[src/rtl/lc3_pkg.sv]
// Shared definitions for the LC-3 control sequencer: opcodes, state
// encoding, reset constants and small sign-extension / condition-code helpers.
package lc3_pkg;

  typedef enum logic [1:0] {
    ST_FETCH   = 2'd0,
    ST_DECODE  = 2'd1,
    ST_EXECUTE = 2'd2,
    ST_HALT    = 2'd3
  } state_e;

  localparam logic [3:0] OP_BR   = 4'b0000;
  localparam logic [3:0] OP_ADD  = 4'b0001;
  localparam logic [3:0] OP_AND  = 4'b0101;
  localparam logic [3:0] OP_NOT  = 4'b1001;
  localparam logic [3:0] OP_LEA  = 4'b1110;
  localparam logic [3:0] OP_TRAP = 4'b1111;

  localparam logic [2:0]  NZP_RESET         = 3'b010;
  localparam logic [15:0] RESET_PC_DEFAULT  = 16'h3000;
  localparam logic [7:0]  HALT_VECT_DEFAULT = 8'h25;

  function automatic logic [15:0] sext5(input logic [4:0] v);
    return {{11{v[4]}}, v};
  endfunction

  function automatic logic [15:0] sext9(input logic [8:0] v);
    return {{7{v[8]}}, v};
  endfunction

  // Exactly one of N/Z/P is set for any 16-bit value.
  function automatic logic [2:0] nzp_of(input logic [15:0] v);
    if (v[15])
      return 3'b100;
    else if (v == 16'h0000)
      return 3'b010;
    else
      return 3'b001;
  endfunction

endpackage

[src/rtl/lc3_alu.sv]
// Combinational datapath for the register-writing instructions
// (ADD/AND/NOT/LEA) plus the condition codes derived from the result.
module lc3_alu
  import lc3_pkg::*;
(
  input  logic [3:0]  opcode,
  input  logic [8:0]  ir_low,
  input  logic [15:0] sr1_data,
  input  logic [15:0] sr2_data,
  input  logic [15:0] pc,
  output logic [15:0] result,
  output logic [2:0]  nzp,
  output logic        writes_reg,
  output logic        sets_cc
);

  logic [15:0] operand_b;

  // Select the second operand, compute the result and flag what it updates.
  always_comb begin
    operand_b  = ir_low[5] ? sext5(ir_low[4:0]) : sr2_data;
    result     = '0;
    writes_reg = 1'b0;
    sets_cc    = 1'b0;
    case (opcode)
      OP_ADD: begin
        result     = sr1_data + operand_b;
        writes_reg = 1'b1;
        sets_cc    = 1'b1;
      end
      OP_AND: begin
        result     = sr1_data & operand_b;
        writes_reg = 1'b1;
        sets_cc    = 1'b1;
      end
      OP_NOT: begin
        result     = ~sr1_data;
        writes_reg = 1'b1;
        sets_cc    = 1'b1;
      end
      // pc is already the incremented value at this point.
      OP_LEA: begin
        result     = pc + sext9(ir_low);
        writes_reg = 1'b1;
      end
      default: ;
    endcase
    nzp = nzp_of(result);
  end

endmodule

[src/rtl/lc3_ctrl_fsm.sv]
// LC-3 multi-cycle control sequencer: FETCH -> DECODE -> EXECUTE, owning
// PC, IR and NZP and driving the register file's selects, write strobe and data.
module lc3_ctrl_fsm
  import lc3_pkg::*;
#(
  parameter logic [15:0] RESET_PC  = RESET_PC_DEFAULT,
  parameter logic [7:0]  HALT_VECT = HALT_VECT_DEFAULT
) (
  input  logic        Clk,
  input  logic        Reset,
  input  logic [15:0] Mem_Data,
  input  logic        Mem_Ready,
  output logic        Mem_Req,
  output logic [15:0] Mem_Addr,
  input  logic [15:0] SR1_Data,
  input  logic [15:0] SR2_Data,
  output logic [2:0]  SR1_Control,
  output logic [2:0]  SR2_Control,
  output logic [2:0]  DR_Control,
  output logic        Load_Reg,
  output logic [15:0] Bus_Out,
  output logic [15:0] PC,
  output logic [15:0] IR,
  output logic [2:0]  NZP,
  output logic        Halted,
  output logic        Illegal
);

  state_e      state_q, state_d;
  logic [15:0] pc_q, pc_d;
  logic [15:0] ir_q, ir_d;
  logic [2:0]  nzp_q, nzp_d;

  logic [3:0]  opcode;
  logic        in_exec;
  logic        is_halt_trap;
  logic        is_br;
  logic        br_taken;
  logic        illegal_op;
  logic [15:0] alu_result;
  logic [2:0]  alu_nzp;
  logic        alu_writes;
  logic        alu_sets_cc;

  assign opcode       = ir_q[15:12];
  assign in_exec      = (state_q == ST_EXECUTE);
  assign is_halt_trap = (opcode == OP_TRAP) && (ir_q[7:0] == HALT_VECT);
  assign is_br        = (opcode == OP_BR);
  assign br_taken     = is_br && (|(ir_q[11:9] & nzp_q));
  // Non-HALT TRAP vectors fall into this bucket as well.
  assign illegal_op   = !(alu_writes || is_br || is_halt_trap);

  lc3_alu u_alu (
    .opcode     (opcode),
    .ir_low     (ir_q[8:0]),
    .sr1_data   (SR1_Data),
    .sr2_data   (SR2_Data),
    .pc         (pc_q),
    .result     (alu_result),
    .nzp        (alu_nzp),
    .writes_reg (alu_writes),
    .sets_cc    (alu_sets_cc)
  );

  // Next-state, PC, IR and condition-code computation.
  always_comb begin
    state_d = state_q;
    pc_d    = pc_q;
    ir_d    = ir_q;
    nzp_d   = nzp_q;
    case (state_q)
      ST_FETCH: begin
        if (Mem_Ready) begin
          ir_d    = Mem_Data;
          pc_d    = pc_q + 16'd1;
          state_d = ST_DECODE;
        end
      end
      ST_DECODE: state_d = ST_EXECUTE;
      ST_EXECUTE: begin
        if (alu_sets_cc)
          nzp_d = alu_nzp;
        if (br_taken)
          pc_d = pc_q + sext9(ir_q[8:0]);
        state_d = is_halt_trap ? ST_HALT : ST_FETCH;
      end
      ST_HALT: state_d = ST_HALT;
      default: state_d = ST_FETCH;
    endcase
  end

  // State registers; reset overrides every other event, including a fetch in flight.
  always_ff @(posedge Clk) begin
    if (!Reset) begin
      state_q <= ST_FETCH;
      pc_q    <= RESET_PC;
      ir_q    <= '0;
      nzp_q   <= NZP_RESET;
    end else begin
      state_q <= state_d;
      pc_q    <= pc_d;
      ir_q    <= ir_d;
      nzp_q   <= nzp_d;
    end
  end

  // Register-file and memory interface outputs decoded from state and IR.
  always_comb begin
    Mem_Req     = (state_q == ST_FETCH);
    Mem_Addr    = pc_q;
    Load_Reg    = in_exec && alu_writes;
    Bus_Out     = Load_Reg ? alu_result : 16'h0000;
    DR_Control  = in_exec ? ir_q[11:9] : 3'd0;
    SR1_Control = ((state_q == ST_DECODE) || in_exec) ? ir_q[8:6] : 3'd0;
    SR2_Control = ((state_q == ST_DECODE) || in_exec) ? ir_q[2:0] : 3'd0;
    Illegal     = in_exec && illegal_op;
    Halted      = (state_q == ST_HALT);
    PC          = pc_q;
    IR          = ir_q;
    NZP         = nzp_q;
  end

endmodule

[config.mk]
export PLATFORM = sky130hd
export DESIGN_NAME = lc3_ctrl_fsm
export DESIGN_NICKNAME = d
export VERILOG_FILES = /design/src/rtl/lc3_pkg.sv /design/src/rtl/lc3_alu.sv /design/src/rtl/lc3_ctrl_fsm.sv
export SDC_FILE = /design/constraint.sdc
export NUM_CORES = 1
export LEC_CHECK = 0
export CORE_ASPECT_RATIO = 1.2
export CORE_MARGIN = 2
export CORE_UTILIZATION = 53
export DETAILED_ROUTE_END_ITERATION = 12
export PLACE_DENSITY = 0.87
export SLEW_MARGIN = 20
export SYNTH_ARGS = -nofsm -noshare
export SYNTH_HDL_FRONTEND = slang
export SYNTH_SLANG_ARGS = --single-unit
[constraint.sdc]
create_clock -name Clk -period 14.6 [get_ports Clk]
set_input_delay 4.38 -clock Clk [delete_from_list [all_inputs] [get_ports Clk]]
set_output_delay 4.38 -clock Clk [all_outputs]
set_load 0.005 [all_outputs]
==> flow_summary.ini <==
[run_status]
outcome = finished, final reports clean

[clock_tree]
cts_root_buffer = clkbuf_8
cts_sinks = 37
clkSlewWorstSetupHoldPaths_ns = 0.07
cts_setup_buffers = 0
ctsLongestPathBuffers = 2
numCtsBuffers = 5
cts_tree = yes
ctsResizeCount = 0
insertion_delay_ns = 0.31
htree_levels = 2
holdBufCountCts = 0

[yosys]
synth_most_common_cell = nand2_1
synth-async-reset-ratio_pct = 0
synth-main-ff-cell = dfxtp_1
yosysSeqAreaShare_pct = 16.40
syn_avg_cell_area_sq_um = 7.067
ys_ff_latch = 37
synth_common_cells = nand2_1 (74), nor2_1 (63), a21oi_1 (55)
synth.top_cells.by_area = dfxtp_1 (16%), ha_1 (9.7%), nand2_1 (6.2%)
synth_edf_count = 0
synthesis.nets = 727
synth_area_sq_um = 4516
synth_top_cell_by_area = dfxtp_1
synth_top_area_share_pct = 16.40
synth.distinct_cells = 78
yosysWarnings = 0
synthCells = 639

[route]
drt_first_pass_iters = 5
wirelength_um = 15290
routedWlPerCell_um = 18.27
num_vias = 5158
antenna_left = 0
drt-vias-per-instance = 6.162
drtIter0Drc = 311
drc_errors = 0

[floorplanning]
io_pins = 131
num_rows = 36
die_area_sq_um = 9277
coreArea_sq_um = 8198
initial_core_util_pct = 55.08
fp.dieW_um = 88.26
dieHeight_um = 105.1

[sta]
slew_viol_final = 0
setup_tns_ns = 0
layout_min_cycle_time_ns = 12.16
setup_ws_ns = 2.442
slew_headroom_pct = 28.91
rsz0062_at_grt = no
min_period_over_period_pct = 83.27
setup_viol = 0
skew_ns = 0.009130
hold_viol_final = 0
worstMarginPinSlew_ns = 1.064
max_freq_mhz = 82.25

[place]
dp.cells = 829
gp_congestion = 0.9836
dpl-instance-area_sq_um = 5684
hpwl_um = 11950
io_buffer_count = 130
pre_cts_ws_ns = 2.510

[power_and_ir_drop]
finalPower_uw = 429.9
ir_drop_v = 0.00007742
power.density_nw_per_um2 = 74.04
p_leak_uw = 0.002271

[critical_path]
worstSetupPathType = in2out
required_ns = 10.22
critPathMaxFanout = 9
cp-end-kind = output pin
arrival_ns = 7.78
start_kind = primary input

[global_routing]
antenna_found_initial = 0
overflow = 0
track_usage_pct = 32.59
grt_max_degree = 39
grt_pass1_wl_um = 23970
grt_pass1_vias = 4842

[finish]
layout.cells.non_filler = 837
fin_nets = 810
n_antenna_cell = 0
layout-drive-gt1-share_pct = 5.394
design_area_sq_um = 5806
multi_input_area_sq_um = 3412
num-fill-cells = 668
seqCellArea_sq_um = 740.7
syn_to_final_growth_pct = 28.57

[hold_path]
hold_path_class = reg2reg

[job]
maxCapViolations = 0
## registers in the layout, indices dropped and copies added (netlist names)
signal / count
Mem_Addr: 16
IR: 16
NZP: 3
state_q: 2
## layer usage
metal	up-vias	global-route usage [%]	share of wire, %
li1	2481	-	-
met3	38	4.581	6.7
met4	0	13.64	3.6
met5	-	0	0
met1	2389	42.21	41
met2	250	53.22	49
## final timing paths
check / cells after the start / slack (ns) / start / endpoint
min reg2reg: 2 / 0.51 / IR[9] / IR[9]
max: 13 / 2.44 / SR2_Data[8] / Bus_Out[15]
min: 2 / 0.51 / IR[9] / IR[9]
max reg2reg: 13 / 9.98 / IR[5] / NZP[0]
## cells by family (layout without fill, tap and decap cells)
logic type                 after synthesis  count (layout)  share of synthesized area (%)
AOI/OAI and AO/OA                      205             205                          30.98
xor gates and xnor gates                21              21                          4.073
adders and majority gates               37              37                          10.58
buffers and inverters                   78             162                          8.174
DFF                                     37              37                          16.40
muxes                                    7               7                          1.662
and+or+nand+nor                        254             254                          28.12
## per-stage QoR
stage | hold WS [ns] | utilization, %
after floorplan | 0.4799 | -
after global placement | 0.4841 | 69.34
after detailed placement | 0.4985 | 69.34
after CTS | 0.5154 | 70.80
after global routing | 0.5428 | 70.82
final | 0.5117 | 70.82
## worst max-delay path, cell delays in order
cell and delay [ns]:
clkdlybuf4s50_1 0.45, inv_1 0.03, o21ai_0 0.15, ha_1 0.35, a21oi_1 0.51, o2bb2ai_1 0.11
nor4_1 0.25, a31oi_1 0.17, xor2_1 0.17, a221o_1 0.30, a22oi_1 0.30, nor2_1 0.11
clkdlybuf4s50_1 0.49
## cells in the final DEF, fill, tap and decap left out, drive strengths merged, types with 19 or more instances in the layout
master,n
o21ai,43
a21oi,55
inv,22
nand2,74
nand3,19
and2,23
ha,35
clkdlybuf4s50,129
nor2,63
dfxtp,37
## power by group
group	internal [uW]	leakage (uW)	total, uW	switching (uW)
sequential	110	0.000302	129	19.1
clock	55.6	0.0000574	96.5	40.9
combinational	92.9	0.00191	205	112
## layout make-up
class	instances	share of cell area (%)
flip-flops and latches	37	12.76
repair buffers	131	22.46
well taps	114	2.457
multi-input cells	524	58.77
clock inverters	2	0.6466
inverters	23	1.487
clock buffers	6	1.422
No activity file was read; power rests on OpenSTA's default activity.
